==> config.mk <==
export PLATFORM = sky130hd
export DESIGN_NAME = mdu_ctrl_flat
export DESIGN_NICKNAME = d
export VERILOG_FILES = /design/src/rtl/mdu_pkg.sv /design/src/rtl/mdu_if.sv /design/src/rtl/mdu_iter.sv /design/src/rtl/mdu_ctrl.sv /design/src/flat_wrapper.sv
export SDC_FILE = /design/constraint.sdc
export NUM_CORES = 1
export LEC_CHECK = 0
export BUFFER_PORTS_ARGS = -buffer_cell sky130_fd_sc_hd__buf_2
export CORE_UTILIZATION = 45
export DETAILED_ROUTE_END_ITERATION = 10
export PLACE_DENSITY = 0.61
export SYNTH_ARGS = -nofsm -noshare
export SYNTH_HDL_FRONTEND = slang
export SYNTH_SLANG_ARGS = --single-unit
==> constraint.sdc <==
create_clock -name clk -period 7.7 [get_ports clk]
set_input_delay 1.54 -clock clk [delete_from_list [all_inputs] [get_ports clk]]
set_output_delay 1.54 -clock clk [all_outputs]
set_load 0.02 [all_outputs]
==> src/rtl/mdu_pkg.sv <==
// Shared constants and types for the multiply/divide unit controller.
// Latency: n/a (declarations only).
// Backpressure: n/a.
package mdu_pkg;

    localparam logic [5:0] OP_SPECIAL = 6'b000000;

    localparam logic [5:0] F_MFHI  = 6'b010000;
    localparam logic [5:0] F_MFLO  = 6'b010010;
    localparam logic [5:0] F_MULT  = 6'b011000;
    localparam logic [5:0] F_MULTU = 6'b011001;
    localparam logic [5:0] F_DIV   = 6'b011010;
    localparam logic [5:0] F_DIVU  = 6'b011011;

    typedef enum logic [1:0] {
        ST_IDLE,
        ST_MUL,
        ST_DIV,
        ST_FIX
    } state_t;

    // Signed variants take absolute values up front and fix the sign at the end.
    function automatic logic is_signed_funct(input logic [5:0] f);
        return (f == F_MULT) || (f == F_DIV);
    endfunction

endpackage

==> src/rtl/mdu_if.sv <==
// Decode-side issue port and result/HI-LO view of the multiply/divide unit.
// Latency: n/a (signal bundle only).
// Backpressure: op_ready gates op_valid; results are pulses with no ready.
interface mdu_if #(parameter int WIDTH = 32);

    logic             op_valid;
    logic [5:0]       op_funct;
    logic [WIDTH-1:0] rs_val;
    logic [WIDTH-1:0] rt_val;
    logic [4:0]       rd;
    logic             op_ready;
    logic             busy;
    logic             res_valid;
    logic [WIDTH-1:0] res_data;
    logic [4:0]       res_rd;
    logic             div_by_zero;
    logic [WIDTH-1:0] hi;
    logic [WIDTH-1:0] lo;

    // The MDU side.
    modport slave (
        input  op_valid, op_funct, rs_val, rt_val, rd,
        output op_ready, busy, res_valid, res_data, res_rd, div_by_zero, hi, lo
    );

    // The decode side.
    modport master (
        output op_valid, op_funct, rs_val, rt_val, rd,
        input  op_ready, busy, res_valid, res_data, res_rd, div_by_zero, hi, lo
    );

endinterface

==> src/rtl/mdu_iter.sv <==
// One radix-2 step: shift-add multiply (right shift) or restoring divide (left shift).
// Latency: combinational.
// Backpressure: none; the controller decides when to register the result.
module mdu_iter #(
    parameter int WIDTH = 32
) (
    input  logic             i_div,
    input  logic [WIDTH-1:0] i_acc,   // product upper half / partial remainder
    input  logic [WIDTH-1:0] i_q,     // multiplier bits / dividend-quotient bits
    input  logic [WIDTH-1:0] i_opnd,  // multiplicand / divisor
    output logic [WIDTH-1:0] o_acc,
    output logic [WIDTH-1:0] o_q
);

    logic [WIDTH:0]   w_sum;
    logic [WIDTH:0]   w_rem_sh;
    logic [WIDTH-1:0] w_diff;
    logic             w_fits;

    // The partial remainder is always below the divisor, so the shifted value
    // needs one extra bit but the difference, when taken, fits in WIDTH bits.
    always_comb begin
        w_sum    = {1'b0, i_acc} + (i_q[0] ? {1'b0, i_opnd} : '0);
        w_rem_sh = {i_acc, i_q[WIDTH-1]};
        w_fits   = (w_rem_sh >= {1'b0, i_opnd});
        w_diff   = w_rem_sh[WIDTH-1:0] - i_opnd;
        if (i_div) begin
            o_acc = w_fits ? w_diff : w_rem_sh[WIDTH-1:0];
            o_q   = {i_q[WIDTH-2:0], w_fits};
        end else begin
            o_acc = w_sum[WIDTH:1];
            o_q   = {w_sum[0], i_q[WIDTH-1:1]};
        end
    end

endmodule

==> src/rtl/mdu_ctrl.sv <==
// Multiply/divide controller: owns HI/LO, sequences WIDTH iterative steps plus a sign-fix cycle.
// Latency: MULT/DIV update HI/LO WIDTH+1 cycles after accept; MFHI/MFLO result the cycle after accept.
// Backpressure: op_ready is high only in IDLE; requests wait (including MFHI/MFLO) while busy.
module mdu_ctrl
    import mdu_pkg::*;
#(
    parameter int WIDTH = 32
) (
    input  logic clk,
    input  logic rst_n,
    mdu_if.slave bus
);

    localparam int CNT_W = $clog2(WIDTH);

    state_t           r_state;
    state_t           w_state_nxt;
    logic [CNT_W-1:0] r_cnt;
    logic [WIDTH-1:0] r_acc;
    logic [WIDTH-1:0] r_q;
    logic [WIDTH-1:0] r_opnd;
    logic [WIDTH-1:0] r_hi;
    logic [WIDTH-1:0] r_lo;
    logic [WIDTH-1:0] r_res_dat;
    logic [4:0]       r_res_rd;
    logic             r_res_vld;
    logic             r_neg_q;   // negate product / quotient in FIX
    logic             r_neg_r;   // negate remainder in FIX
    logic             r_dz;
    logic             r_is_div;

    logic             w_take;
    logic             w_is_mul;
    logic             w_is_div;
    logic             w_is_mf;
    logic             w_sgn;
    logic             w_step_div;
    logic [WIDTH-1:0] w_rs_abs;
    logic [WIDTH-1:0] w_rt_abs;
    logic [WIDTH-1:0] w_acc_nxt;
    logic [WIDTH-1:0] w_q_nxt;
    logic [2*WIDTH-1:0] w_prod_neg;
    logic [WIDTH-1:0] w_hi_fix;
    logic [WIDTH-1:0] w_lo_fix;

    assign w_take     = bus.op_valid && (r_state == ST_IDLE);
    assign w_step_div = (r_state == ST_DIV);

    // Decode the accepted funct and form operand magnitudes for signed ops.
    always_comb begin
        w_is_mul = w_take && ((bus.op_funct == F_MULT) || (bus.op_funct == F_MULTU));
        w_is_div = w_take && ((bus.op_funct == F_DIV)  || (bus.op_funct == F_DIVU));
        w_is_mf  = w_take && ((bus.op_funct == F_MFHI) || (bus.op_funct == F_MFLO));
        w_sgn    = is_signed_funct(bus.op_funct);
        w_rs_abs = (w_sgn && bus.rs_val[WIDTH-1]) ? (~bus.rs_val + WIDTH'(1)) : bus.rs_val;
        w_rt_abs = (w_sgn && bus.rt_val[WIDTH-1]) ? (~bus.rt_val + WIDTH'(1)) : bus.rt_val;
    end

    mdu_iter #(.WIDTH(WIDTH)) u_iter (
        .i_div  (w_step_div),
        .i_acc  (r_acc),
        .i_q    (r_q),
        .i_opnd (r_opnd),
        .o_acc  (w_acc_nxt),
        .o_q    (w_q_nxt)
    );

    // Final sign correction; divide-by-zero keeps the raw all-ones quotient and
    // the sign-restored dividend as remainder, which equals the original rs.
    always_comb begin
        w_prod_neg = ~{r_acc, r_q} + (2*WIDTH)'(1);
        w_hi_fix   = r_acc;
        w_lo_fix   = r_q;
        if (r_is_div) begin
            if (r_dz) begin
                w_lo_fix = '1;
            end else if (r_neg_q) begin
                w_lo_fix = ~r_q + WIDTH'(1);
            end
            if (r_neg_r) begin
                w_hi_fix = ~r_acc + WIDTH'(1);
            end
        end else if (r_neg_q) begin
            w_hi_fix = w_prod_neg[2*WIDTH-1:WIDTH];
            w_lo_fix = w_prod_neg[WIDTH-1:0];
        end
    end

    // Next-state logic: IDLE -> MUL/DIV on accept, WIDTH steps, one FIX cycle.
    always_comb begin
        w_state_nxt = r_state;
        case (r_state)
            ST_IDLE: begin
                if (w_is_mul) begin
                    w_state_nxt = ST_MUL;
                end else if (w_is_div) begin
                    w_state_nxt = ST_DIV;
                end
            end
            ST_MUL, ST_DIV: begin
                if (r_cnt == CNT_W'(WIDTH - 1)) begin
                    w_state_nxt = ST_FIX;
                end
            end
            ST_FIX:  w_state_nxt = ST_IDLE;
            default: w_state_nxt = ST_IDLE;
        endcase
    end

    // State register.
    always_ff @(posedge clk or negedge rst_n) begin
        if (!rst_n) begin
            r_state <= ST_IDLE;
        end else begin
            r_state <= w_state_nxt;
        end
    end

    // Operand latch, iteration datapath, HI/LO writeback and MFHI/MFLO result.
    always_ff @(posedge clk or negedge rst_n) begin
        if (!rst_n) begin
            r_cnt     <= '0;
            r_acc     <= '0;
            r_q       <= '0;
            r_opnd    <= '0;
            r_hi      <= '0;
            r_lo      <= '0;
            r_res_dat <= '0;
            r_res_rd  <= '0;
            r_res_vld <= 1'b0;
            r_neg_q   <= 1'b0;
            r_neg_r   <= 1'b0;
            r_dz      <= 1'b0;
            r_is_div  <= 1'b0;
        end else begin
            r_res_vld <= 1'b0;
            case (r_state)
                ST_IDLE: begin
                    if (w_is_mul || w_is_div) begin
                        r_cnt    <= '0;
                        r_acc    <= '0;
                        r_q      <= w_is_mul ? w_rt_abs : w_rs_abs;
                        r_opnd   <= w_is_mul ? w_rs_abs : w_rt_abs;
                        r_neg_q  <= w_sgn && (bus.rs_val[WIDTH-1] ^ bus.rt_val[WIDTH-1]);
                        r_neg_r  <= w_sgn && w_is_div && bus.rs_val[WIDTH-1];
                        r_dz     <= w_is_div && (bus.rt_val == '0);
                        r_is_div <= w_is_div;
                    end else if (w_is_mf) begin
                        r_res_vld <= 1'b1;
                        r_res_dat <= (bus.op_funct == F_MFHI) ? r_hi : r_lo;
                        r_res_rd  <= bus.rd;
                    end
                end
                ST_MUL, ST_DIV: begin
                    r_acc <= w_acc_nxt;
                    r_q   <= w_q_nxt;
                    r_cnt <= r_cnt + 1'b1;
                end
                ST_FIX: begin
                    r_hi <= w_hi_fix;
                    r_lo <= w_lo_fix;
                end
                default: ;
            endcase
        end
    end

    assign bus.op_ready    = (r_state == ST_IDLE);
    assign bus.busy        = (r_state != ST_IDLE);
    assign bus.res_valid   = r_res_vld;
    assign bus.res_data    = r_res_dat;
    assign bus.res_rd      = r_res_rd;
    assign bus.div_by_zero = (r_state == ST_FIX) && r_dz;
    assign bus.hi          = r_hi;
    assign bus.lo          = r_lo;

endmodule

==> src/flat_wrapper.sv <==
// flat-port wrapper written by rule: the top's interface ports become plain ports
module mdu_ctrl_flat import mdu_pkg::*;
#(
    parameter int WIDTH = 32
)
  (clk, rst_n, bus_op_valid, bus_op_funct, bus_rs_val, bus_rt_val, bus_rd, bus_op_ready, bus_busy, bus_res_valid, bus_res_data, bus_res_rd, bus_div_by_zero, bus_hi, bus_lo);
  mdu_if #(.WIDTH(WIDTH)) bus_i ();
  input  logic clk;
  input  logic rst_n;
  input wire logic [$bits(bus_i.op_valid)-1:0] bus_op_valid;
  input wire logic [$bits(bus_i.op_funct)-1:0] bus_op_funct;
  input wire logic [$bits(bus_i.rs_val)-1:0] bus_rs_val;
  input wire logic [$bits(bus_i.rt_val)-1:0] bus_rt_val;
  input wire logic [$bits(bus_i.rd)-1:0] bus_rd;
  output wire logic [$bits(bus_i.op_ready)-1:0] bus_op_ready;
  output wire logic [$bits(bus_i.busy)-1:0] bus_busy;
  output wire logic [$bits(bus_i.res_valid)-1:0] bus_res_valid;
  output wire logic [$bits(bus_i.res_data)-1:0] bus_res_data;
  output wire logic [$bits(bus_i.res_rd)-1:0] bus_res_rd;
  output wire logic [$bits(bus_i.div_by_zero)-1:0] bus_div_by_zero;
  output wire logic [$bits(bus_i.hi)-1:0] bus_hi;
  output wire logic [$bits(bus_i.lo)-1:0] bus_lo;
  assign bus_i.op_valid = bus_op_valid;
  assign bus_i.op_funct = bus_op_funct;
  assign bus_i.rs_val = bus_rs_val;
  assign bus_i.rt_val = bus_rt_val;
  assign bus_i.rd = bus_rd;
  assign bus_op_ready = bus_i.op_ready;
  assign bus_busy = bus_i.busy;
  assign bus_res_valid = bus_i.res_valid;
  assign bus_res_data = bus_i.res_data;
  assign bus_res_rd = bus_i.res_rd;
  assign bus_div_by_zero = bus_i.div_by_zero;
  assign bus_hi = bus_i.hi;
  assign bus_lo = bus_i.lo;
  mdu_ctrl #(.WIDTH(WIDTH)) u_core (.clk(clk), .rst_n(rst_n), .bus(bus_i));
endmodule
==> impl_metrics.env <==
export IMPL_io_pins=183
export IMPL_post_cts_buffers=0
export IMPL_drc=32
export IMPL_grt_overflow=0
export IMPL_grt_pass1_wl_um=84500
export IMPL_grt_max_degree=82
export IMPL_finalHoldViolCount=0
export IMPL_ys_ff_latch=209
export IMPL_violations="design-rule violations"
export IMPL_diodes=0
export IMPL_vias_per_cell=5.99
export IMPL_cts_max_level=1
export IMPL_clockRootBuffer="clkbuf_16"
export IMPL_min_period_ns=4.58
export IMPL_min_path_type="reg -> reg"
export IMPL_grt_usage=0.296
export IMPL_critPathLaunchType="flip-flop"
export IMPL_clk_latency_ns=0.55
export IMPL_num_vias=15700
export IMPL_finalSetupViolations=0
export IMPL_worstPathCellList="inv_1, nor2_1, ha_1, and3_1, a21boi_0, a211oi_1, o31ai_1, a2111oi_0, o311ai_0, a21oi_1, xnor2_1, a221o_1"
export IMPL_cts_made_buffers=26
export IMPL_slew_violations=0
export IMPL_syn_avg_cell_area_um2=8.07
export IMPL_fin_crit_sh=0.595
export IMPL_rows=69
export IMPL_skew_ns=0.00850
export IMPL_firstDrtPassIters=8
export IMPL_place_congestion=0.939
export IMPL_fin_setup_tns_ns=0
export IMPL_die_w_um=193
export IMPL_worstSetupPathType="reg -> reg"
export IMPL_antenna_found_initial=1
export IMPL_portBuffers=182
export IMPL_clock_sinks=209
export IMPL_path_clk_slew_ns=0.06
export IMPL_drive_above_1_share=0.147
export IMPL_synthesis_nets=2182
export IMPL_critical_path_max_stage_delay_ns=0.82
export IMPL_die_area_mm2=0.0372
export IMPL_fillers=3511
export IMPL_cp_end_kind="flip-flop"
export IMPL_die_h_um=193
export IMPL_synth_async_reset_ratio=1.00
export IMPL_dp_hpwl_um=43000
export IMPL_crit_slowest_cell="inv_1"
export IMPL_initial_core_util=0.459
export IMPL_synth_cell_types=81
export IMPL_synth_top_area_share=0.319
export IMPL_yosysMostFrequentCell="a21oi_1"
export IMPL_maxSlewHeadroom=0.167
export IMPL_critPathArrivalTime_ns=5.02
export IMPL_synthCells=2029
export IMPL_avgRoutedWirePerCell_um=21.4
export IMPL_clockBufferDepth=3
export IMPL_dp_cells=2571
export IMPL_power_density_mw_per_mm2=460
export IMPL_postRouteAntennaNets=0
export IMPL_synthToLayoutAreaGrowth_pct=12.4
export IMPL_fmax_mhz=218
export IMPL_synth_edf_count=0
export IMPL_status="finished with violations"
export IMPL_core_mm2=0.0357
export IMPL_drt_iter0_markers=1269
export IMPL_crit_path_max_fanout=33
export IMPL_regToRegSetupSlack_ns=3.12
export IMPL_rsz0062_at_grt="false"
export IMPL_cap_violations=0
export IMPL_drt_wl_total_um=56100
export IMPL_synth_warnings=0
export IMPL_num_nets_final=2291
export IMPL_fin_area_mm2=0.0184
export IMPL_worst_pin_slew_ns=1.24
export IMPL_synth_area_leaders="dfrtp_1, a21oi_1, nor2_1"
export IMPL_hold_buffers=0
export IMPL_post_dp_cell_area_mm2=0.0176
export IMPL_synth_commonest_cells="a21oi_1, nor2_1, dfrtp_1"
export IMPL_cts_tree="built"
export IMPL_ctsResizeCount=0
export IMPL_post_synth_top_area_cell="dfrtp_1"
export IMPL_p_leak_nw=8.14
export IMPL_syn_cell_area_mm2=0.0164
export IMPL_finalNonFillerCells=2617
export IMPL_synth_flop_cell="dfrtp_1"
export IMPL_grt_pass1_vias=14300
export IMPL_max_vdd_ir_drop_mv=0.185
export IMPL_seq_area_frac_synth=0.319
export IMPL_critPathRequiredTime_ns=8.14
[kinds of logic after synthesis]
kind of cell,after synthesis,synth area share
AOI/OAI and AO/OA,644,0.237
xor gates and xnor gates,169,0.0904
adders and majority gates,75,0.0582
buffers and inverters,189,0.0458
DFF,209,0.319
muxes,99,0.0640
and+or+nand+nor,644,0.185
[final cells by class]
| type | count | area, um^2 | area share |
|---|---|---|---|
| repair buffers | 200 | 1050 | 0.0573 |
| inverters | 70 | 263 | 0.0143 |
| clock inverters | 12 | 108 | 0.00585 |
| flip-flops and latches | 209 | 5230 | 0.284 |
| multi-input cells | 1631 | 10400 | 0.567 |
| well taps | 461 | 577 | 0.0313 |
| clock buffers | 34 | 731 | 0.0397 |
[path summary, 6_finish.rpt]
path | start | endpoint | cells past startpoint
worst max register to register | u_core.r_q[0]$_DFFE_PN0P_ | u_core.r_acc[29]$_DFFE_PN0P_ | 12
worst min register to register | u_core.r_opnd[15]$_DFFE_PN0P_ | u_core.r_opnd[15]$_DFFE_PN0P_ | 2
worst max-delay path | u_core.r_q[0]$_DFFE_PN0P_ | u_core.r_acc[29]$_DFFE_PN0P_ | 12
worst min-delay path | u_core.r_opnd[15]$_DFFE_PN0P_ | u_core.r_opnd[15]$_DFFE_PN0P_ | 2
max in group asynchronous | rst_n | u_core.bus.hi[25]$_DFFE_PN0N_ | 2
min in group asynchronous | rst_n | u_core.r_acc[22]$_DFFE_PN0P_ | 1
[cells in the final DEF (no fill, tap or decap), types with 9 or more instances in the layout]
master,instances
nor4_1,13
inv_1,70
and3_1,15
nand4_1,13
dfrtp_1,209
a21oi_1,266
nand2_1,144
clkbuf_16,26
a22oi_1,14
nand2b_1,17
a31oi_1,10
and2_1,17
xor2_1,94
xnor2_1,75
a211oi_1,30
o211ai_1,22
a21o_1,21
buf_2,181
o41ai_1,12
o21ai_0,157
nor3_1,31
o21bai_1,9
or4_1,20
buf_4,18
mux2i_1,57
or3_1,21
o31ai_1,31
nand3_1,34
nor2_1,260
nor2b_1,10
mux2_2,41
ha_1,71
[critical path, delay by kind of cell (launching register included)]
kind | cells | cell delay [ns]
compound gates | 7 | 2.29
xor+xnor | 1 | 0.15
fa+ha+maj | 1 | 0.42
buf+inv | 1 | 0.82
flops | 1 | 0.42
simple gates | 2 | 0.35
[flip-flops by register name, indices dropped and copies added (netlist names), 2 cells and up]
register and count:
u_core.bus.hi 32, u_core.bus.lo 32, u_core.bus.res_data 32, u_core.r_acc 32
u_core.r_opnd 32, u_core.r_q 32, u_core.bus.res_rd 5, u_core.r_cnt 5
u_core.r_state 2
[stage by stage]
step | utilization | setup WS, ns | power (W) | hold WS [ns]
finish | 0.516 | 3.12 | 0.00847 | 0.484
detailed placement | 0.493 | 3.12 | 0.00716 | 0.476
global route | 0.516 | 2.72 | 0.00909 | 0.507
global placement | 0.493 | 3.17 | 0.00713 | 0.463
CTS | 0.516 | 3.18 | 0.00841 | 0.489
floorplan | - | 3.67 | 0.00559 | 0.450
[power breakdown]
part / total (W) / internal [W] / switching, W
clock network: 0.00120 / 0.000701 / 0.000503
logic: 0.00502 / 0.00187 / 0.00314
registers: 0.00225 / 0.00159 / 0.000664
total: 0.00847 / 0.00416 / 0.00431
[metal layers]
metal | share of wire | vias to the layer above | routed length, um | global-route usage
met5 | 0 | - | 0 | 0
met3 | 0.080 | 89 | 4470 | 0.0466
li1 | - | 7510 | - | -
met1 | 0.46 | 7425 | 25600 | 0.428
met2 | 0.43 | 656 | 24000 | 0.438
met4 | 0.036 | 0 | 2040 | 0.111
No activity file was read; power rests on OpenSTA's default activity.
